### config.mk
export PLATFORM = sky130hd
export DESIGN_NAME = stepper_ramp_driver
export DESIGN_NICKNAME = d
export VERILOG_FILES = /design/src/rtl/stepper_ramp_driver.sv
export SDC_FILE = /design/constraint.sdc
export NUM_CORES = 1
export LEC_CHECK = 0
export CORE_ASPECT_RATIO = 2
export CORE_MARGIN = 1.5
export CORE_UTILIZATION = 45
export CTS_BUF_LIST = sky130_fd_sc_hd__clkbuf_2
export DETAILED_ROUTE_END_ITERATION = 10
export GPL_TIMING_DRIVEN = 1
export SYNTH_ARGS = -nofsm -noshare
export SYNTH_HDL_FRONTEND = slang
export SYNTH_SLANG_ARGS = --single-unit
### constraint.sdc
create_clock -name clock -period 16.65 [get_ports clock]
set_clock_uncertainty 0.15 [all_clocks]
set_input_delay 3.33 -clock clock [delete_from_list [all_inputs] [get_ports clock]]
set_output_delay 3.33 -clock clock [all_outputs]
set_load 0.01 [all_outputs]
### src/rtl/stepper_ramp_driver.sv
// ============================================================================
// stepper_ramp_driver : step/dir pulse generator with a symmetric linear ramp
// Revision 1.0 - first release
// ============================================================================
`default_nettype none

module stepper_ramp_driver #(
    parameter int STEPS_W      = 16,
    parameter int PERIOD_W     = 16,
    parameter int POS_W        = 24,
    parameter int PULSE_CYCLES = 100,
    parameter int DIR_SETUP    = 50
) (
    input  logic                    clock,
    input  logic                    reset_n,
    input  logic                    start,
    input  logic                    dir_in,
    input  logic [STEPS_W-1:0]      steps,
    input  logic [PERIOD_W-1:0]     start_period,
    input  logic [PERIOD_W-1:0]     min_period,
    input  logic [PERIOD_W-1:0]     accel,
    input  logic                    abort,
    output logic                    dir_out,
    output logic                    step_out,
    output logic                    busy,
    output logic                    done,
    output logic                    aborted,
    output logic signed [POS_W-1:0] position
);

    localparam logic [PERIOD_W-1:0] PULSE_FLOOR = PERIOD_W'(PULSE_CYCLES + 1);
    localparam logic [PERIOD_W-1:0] PULSE_LAST  = PERIOD_W'(PULSE_CYCLES - 1);
    localparam logic [PERIOD_W-1:0] SETUP_LAST  = PERIOD_W'(DIR_SETUP - 1);
    localparam logic [PERIOD_W-1:0] P_ONE       = PERIOD_W'(1);
    localparam logic [STEPS_W-1:0]  S_ONE       = STEPS_W'(1);
    localparam logic [POS_W-1:0]    POS_ONE     = POS_W'(1);

    typedef enum logic [1:0] {
        IDLE  = 2'd0,
        SETUP = 2'd1,
        HIGH  = 2'd2,
        LOW   = 2'd3
    } state_t;

    state_t              state;
    logic [STEPS_W-1:0]  remaining;
    logic [STEPS_W-1:0]  ramp;
    logic [PERIOD_W-1:0] period;
    logic [PERIOD_W-1:0] eff_min;
    logic [PERIOD_W-1:0] eff_start;
    logic [PERIOD_W-1:0] cnt;
    logic                abort_pend;

    logic [PERIOD_W-1:0] new_min;
    logic [PERIOD_W-1:0] new_start;
    logic [PERIOD_W:0]   period_up;
    logic [PERIOD_W-1:0] decel_period;
    logic [PERIOD_W-1:0] headroom;
    logic [PERIOD_W-1:0] accel_period;
    logic [PERIOD_W-1:0] low_last;
    logic                in_decel;

    // The period can never drop below one pulse plus one low cycle.
    assign new_min      = (min_period > PULSE_FLOOR) ? min_period : PULSE_FLOOR;
    assign new_start    = (start_period > new_min) ? start_period : new_min;
    assign period_up    = {1'b0, period} + {1'b0, accel};
    assign decel_period = (period_up > {1'b0, eff_start}) ? eff_start
                                                          : period_up[PERIOD_W-1:0];
    assign headroom     = period - eff_min;
    assign accel_period = (accel >= headroom) ? eff_min : (period - accel);
    assign low_last     = period - PULSE_FLOOR;
    // Slow down once the steps after the next one fit in the ramp already climbed,
    // which mirrors the acceleration profile step for step.
    assign in_decel     = ({1'b0, remaining} <= ({1'b0, ramp} + (STEPS_W+1)'(1)));

    always_ff @(posedge clock or negedge reset_n) begin
        if (!reset_n) begin
            state      <= IDLE;
            remaining  <= '0;
            ramp       <= '0;
            period     <= '0;
            eff_min    <= '0;
            eff_start  <= '0;
            cnt        <= '0;
            abort_pend <= 1'b0;
            dir_out    <= 1'b0;
            step_out   <= 1'b0;
            busy       <= 1'b0;
            done       <= 1'b0;
            aborted    <= 1'b0;
            position   <= '0;
        end else begin
            case (state)
                IDLE: begin
                    if (start) begin
                        aborted <= 1'b0;
                        if (steps != '0) begin
                            remaining  <= steps;
                            dir_out    <= dir_in;
                            period     <= new_start;
                            eff_min    <= new_min;
                            eff_start  <= new_start;
                            ramp       <= '0;
                            abort_pend <= 1'b0;
                            cnt        <= SETUP_LAST;
                            busy       <= 1'b1;
                            done       <= 1'b0;
                            state      <= SETUP;
                        end else begin
                            done <= 1'b1;
                        end
                    end
                end

                SETUP: begin
                    if (abort) begin
                        state   <= IDLE;
                        busy    <= 1'b0;
                        done    <= 1'b1;
                        aborted <= 1'b1;
                    end else if (cnt == '0) begin
                        step_out  <= 1'b1;
                        remaining <= remaining - S_ONE;
                        position  <= dir_out ? (position + POS_ONE) : (position - POS_ONE);
                        cnt       <= PULSE_LAST;
                        state     <= HIGH;
                    end else begin
                        cnt <= cnt - P_ONE;
                    end
                end

                HIGH: begin
                    if (abort) begin
                        abort_pend <= 1'b1;
                    end
                    if (cnt == '0) begin
                        step_out <= 1'b0;
                        if (abort || abort_pend) begin
                            state   <= IDLE;
                            busy    <= 1'b0;
                            done    <= 1'b1;
                            aborted <= (remaining != '0);
                        end else begin
                            cnt   <= low_last;
                            state <= LOW;
                        end
                    end else begin
                        cnt <= cnt - P_ONE;
                    end
                end

                LOW: begin
                    if (abort) begin
                        state   <= IDLE;
                        busy    <= 1'b0;
                        done    <= 1'b1;
                        aborted <= (remaining != '0);
                    end else if (cnt == '0) begin
                        if (in_decel) begin
                            period <= decel_period;
                            if (ramp != '0) begin
                                ramp <= ramp - S_ONE;
                            end
                        end else if (period > eff_min) begin
                            period <= accel_period;
                            ramp   <= ramp + S_ONE;
                        end
                        if (remaining == '0) begin
                            state   <= IDLE;
                            busy    <= 1'b0;
                            done    <= 1'b1;
                            aborted <= 1'b0;
                        end else begin
                            step_out  <= 1'b1;
                            remaining <= remaining - S_ONE;
                            position  <= dir_out ? (position + POS_ONE) : (position - POS_ONE);
                            cnt       <= PULSE_LAST;
                            state     <= HIGH;
                        end
                    end else begin
                        cnt <= cnt - P_ONE;
                    end
                end

                default: state <= IDLE;
            endcase
        end
    end

endmodule

`default_nettype wire

==> reports/metrics.cfg <==
[power]
power.net_switching_mw=1.560
clockPowerShare=0.074
power.switching_fraction=0.5367
ir_worst_vdd_mv=0.2207
power_density_nw_per_um2=206.2
power_report.internal_total_mw=1.346
logic_gate_share_of_total_power=0.721
design_power_total_mw=2.906
leakagePower_nw=6.349
power.sequential.fraction=0.205

[detailed_routing]
antenna_violating_nets_post_route=0
detail_route.drc_violations=0
routed_via_density=5.918
vias=11937
drt_wl_total_mm=40.15
first_pass_iters=5
avgRoutedWirePerCell_um=19.91
drt-initial-drc-count=631

[sta]
slew_viol_final=0
grt_setup_unrepaired=no
maxSlewHeadroom=0.2783
max_freq_mhz=133.0
period_share=0.4516
finalHoldViolCount=0
setup-tns-final_ns=0
postLayoutSetupSlackWorst_ns=9.132
number_of_failing_setup_endpoints_in_the_final_timing_report=0
worst_pin_slew_ns=1.082
finalCriticalPeriod_ns=7.518

[floorplanning]
die_area_um2=29060
fp-row-count=86
placeableCoreArea_um2=27550
fp.dieH_um=239.6
pin_count=98
die_width_um=121.3
initial_utilization=0.4571

[synthesis]
synth.lib_cells_used.distinct=75
synthFlopType=sky130_fd_sc_hd__dfrtp_1
synth.cell_area_um2=12590
syn_avg_cell_area_um2=7.955
synth_cells=1583
synth_seq_area_share=0.2544
yosys_warnings=0
async_flop_share=1.000
synth.ff_latch_count=128
synth_edf_count=0
synth_nets=1813

[worst_setup_path]
critical_path_arrival_ns=8.10
worstSetupEndpointType=register
crit_chain=clkdlybuf4s50_1, inv_1, ha_1, nand2b_1, a221oi_2, nand2_1, o211ai_1, a31oi_1, or4_1, and3_1, ha_1, nand2_1, nor4_1, a21oi_1, a21o_1, a21oi_1, buf_4, mux2_2, a31oi_1
cp-start-kind=input port
cpMaxStageDelayCell=sky130_fd_sc_hd__clkdlybuf4s50_1
worstPathRequired_ns=17.23
crit_type=input port to register
worst-path-buf-inv=3
cpPeakStageDelay_ns=0.52
critical_path_fanout_max=14
worst_path_dominant_cell_family=compound AO/OA/AOI/OAI gates

[finish]
final_cell_mix=sky130_fd_sc_hd__nand2_1, sky130_fd_sc_hd__ha_1, sky130_fd_sc_hd__a21oi_1, sky130_fd_sc_hd__nor2_1, sky130_fd_sc_hd__dfrtp_1
areaGrowthSynthToFinish_pct=11.95
filler_cell_count=2800
most_common_cell_after_layout_fill_and_taps_aside=sky130_fd_sc_hd__nand2_1
multiInputGateArea_um2=8772
final_layout_size_suffix_gt1_frac=0.04868
final_nets=1881
area.sequential_um2=3204

[grt]
grt_use_met1=0.2550
global_route.overflow_total=0
use_met2=0.5629
number_of_global_route_vias_before_repair=11928
grt_util_all_layers=0.2830
groute.layer.met3.usage=0.03214
grt_max_degree=66
first_pass_grt_wire_length_mm=62.55
most_crowded_layer_after_global_routing=met2
grt_antenna_before_repair=1

[run]
cap_viol_max_count=0

[clocking]
cts.htree.levels=4
max-clock-path-buffers=2
clock_sink_count=128
cts_buffers=17
postCtsSetupRepairBufs=0
clk_pin_slew_ns=0.21
hold_buffers=0
clock_latency_late_sink_ns=0.83
clk_root_buffer_cell=sky130_fd_sc_hd__clkbuf_2
ctsResizeCount=0
tritoncts=done

[placed_design]
io_buffers=97
detailed_place_hpwl_mm=31.87
last_weighted_congestion_value_of_the_routability_driven_placer=0.9193
dp_slack_ns=8.372

[hold_path]
worst_hold_path_type=register to register

[outcome]
run_status=completed

==> cells in the mapped netlist, types with 15 or more instances <==
cell	count	share of area
sky130_fd_sc_hd__a31oi_1	18	0.0089
sky130_fd_sc_hd__mux2_2	15	0.013
sky130_fd_sc_hd__a21oi_1	134	0.053
sky130_fd_sc_hd__xnor2_1	51	0.035
sky130_fd_sc_hd__clkbuf_1	41	0.012
sky130_fd_sc_hd__mux2i_1	23	0.018
sky130_fd_sc_hd__nor4_1	20	0.0099
sky130_fd_sc_hd__o21a_1	19	0.011
sky130_fd_sc_hd__a211oi_1	16	0.0095
sky130_fd_sc_hd__and3_1	15	0.0075
sky130_fd_sc_hd__inv_1	101	0.030
sky130_fd_sc_hd__nor3_1	38	0.015
sky130_fd_sc_hd__nand2_1	161	0.048
sky130_fd_sc_hd__nand2b_1	24	0.012
sky130_fd_sc_hd__nand3_1	43	0.017
sky130_fd_sc_hd__ha_1	156	0.16
sky130_fd_sc_hd__nor2_1	129	0.038
sky130_fd_sc_hd__o21ai_0	105	0.042
sky130_fd_sc_hd__o21ai_1	42	0.017
sky130_fd_sc_hd__xor2_1	44	0.031
sky130_fd_sc_hd__nand4_1	21	0.010
sky130_fd_sc_hd__a21o_1	35	0.021
sky130_fd_sc_hd__dfrtp_1	128	0.25
sky130_fd_sc_hd__o31ai_1	17	0.010
==> sequential cells by signal, summed over array words and instances, names as in the netlist, 2 cells and up <==
register   flops
position      24
cnt           16
eff_min       16
eff_start     16
period        16
ramp          16
remaining     16
state          2
==> through the flow <==
stage / instance area [µm²] / hold slack [ns] / cells / util
after floorplan: 12590 / 0.2998 / 1583 / -
after global placement: 13850 / 0.3178 / 1984 / 0.5028
after detailed placement: 13850 / 0.3248 / 1984 / 0.5028
after CTS: 14090 / 0.3603 / 2016 / 0.5117
after global routing: 14100 / 0.3639 / 2017 / 0.5118
final: 14100 / 0.3641 / 2017 / 0.5118
==> power by group through the flow <==
stage	clock [mW]	sequential (mW)	combinational [mW]
finish	0.215	0.596	2.09
global route	0.234	0.609	2.34
CTS	0.220	0.591	2.10
detailed placement	0	0.598	2.09
global placement	0	0.596	2.06
floorplan	0	0.533	1.54
==> kinds of logic (layout without fill, tap and decap cells) <==
group,after synthesis,in the layout,share of synthesized area
AOI/OAI and AO/OA,479,479,0.2368
xor gates and xnor gates,95,95,0.06608
adders and majority gates,161,161,0.1630
buffers and inverters,161,242,0.04948
DFF,128,128,0.2544
muxes,39,39,0.03259
other,0,1,0
and+or+nand+nor,520,520,0.1977
==> cell type report <==
| cell class | instances | share of cell area |
|---|---|---|
| Antenna cell | 1 | 0.0001775 |
| Clock buffer | 20 | 0.007100 |
| Clock inverter | 12 | 0.01021 |
| Inverter | 103 | 0.02743 |
| Multi-Input combinational cell | 1294 | 0.6223 |
| Sequential cell | 128 | 0.2273 |
| Tap cell | 352 | 0.03124 |
| Timing Repair Buffer | 107 | 0.07429 |
==> layer usage <==
layer,up-vias,share of wire
met3,108,0.025
met2,284,0.57
met4,0,0.076
li1,5826,-
met1,5719,0.33
met5,-,0
==> worst register-to-register path, stage by stage, from the launching register on <==
cell and delay [ns]:
sky130_fd_sc_hd__dfrtp_1 0.56, sky130_fd_sc_hd__and4_1 0.28, sky130_fd_sc_hd__and3_1 0.21, sky130_fd_sc_hd__nand4_1 0.23, sky130_fd_sc_hd__nor2b_1 0.20, sky130_fd_sc_hd__xnor2_1 0.09
sky130_fd_sc_hd__ha_1 0.32, sky130_fd_sc_hd__nand4_1 0.14, sky130_fd_sc_hd__or4_1 0.58, sky130_fd_sc_hd__o211ai_1 0.27, sky130_fd_sc_hd__nand2_2 0.57, sky130_fd_sc_hd__inv_2 0.61
sky130_fd_sc_hd__fa_1 0.31, sky130_fd_sc_hd__nand3b_1 0.15, sky130_fd_sc_hd__a21oi_1 0.10, sky130_fd_sc_hd__o21a_1 0.23, sky130_fd_sc_hd__o21a_1 0.20, sky130_fd_sc_hd__o311a_1 0.33
sky130_fd_sc_hd__o31ai_1 0.35, sky130_fd_sc_hd__nand2b_1 0.10, sky130_fd_sc_hd__a211oi_1 0.24, sky130_fd_sc_hd__o31ai_1 0.10
==> path summary, 6_finish.rpt <==
| kind | to | slack, ns | cells after the start | from |
|---|---|---|---|---|
| setup / recovery | period[10] | 9.13 | 19 | accel[2] |
| min in group asynchronous | position[19] | 2.32 | 1 | reset_n |
| max in group asynchronous | eff_min[10] | 12.63 | 2 | reset_n |
| setup reg to reg | ramp[14] | 10.24 | 21 | ramp[3] |
| hold reg to reg | position[23] | 0.36 | 1 | position[23] |
| hold / removal | position[23] | 0.36 | 1 | position[23] |
(Power assumes the default switching activity.)
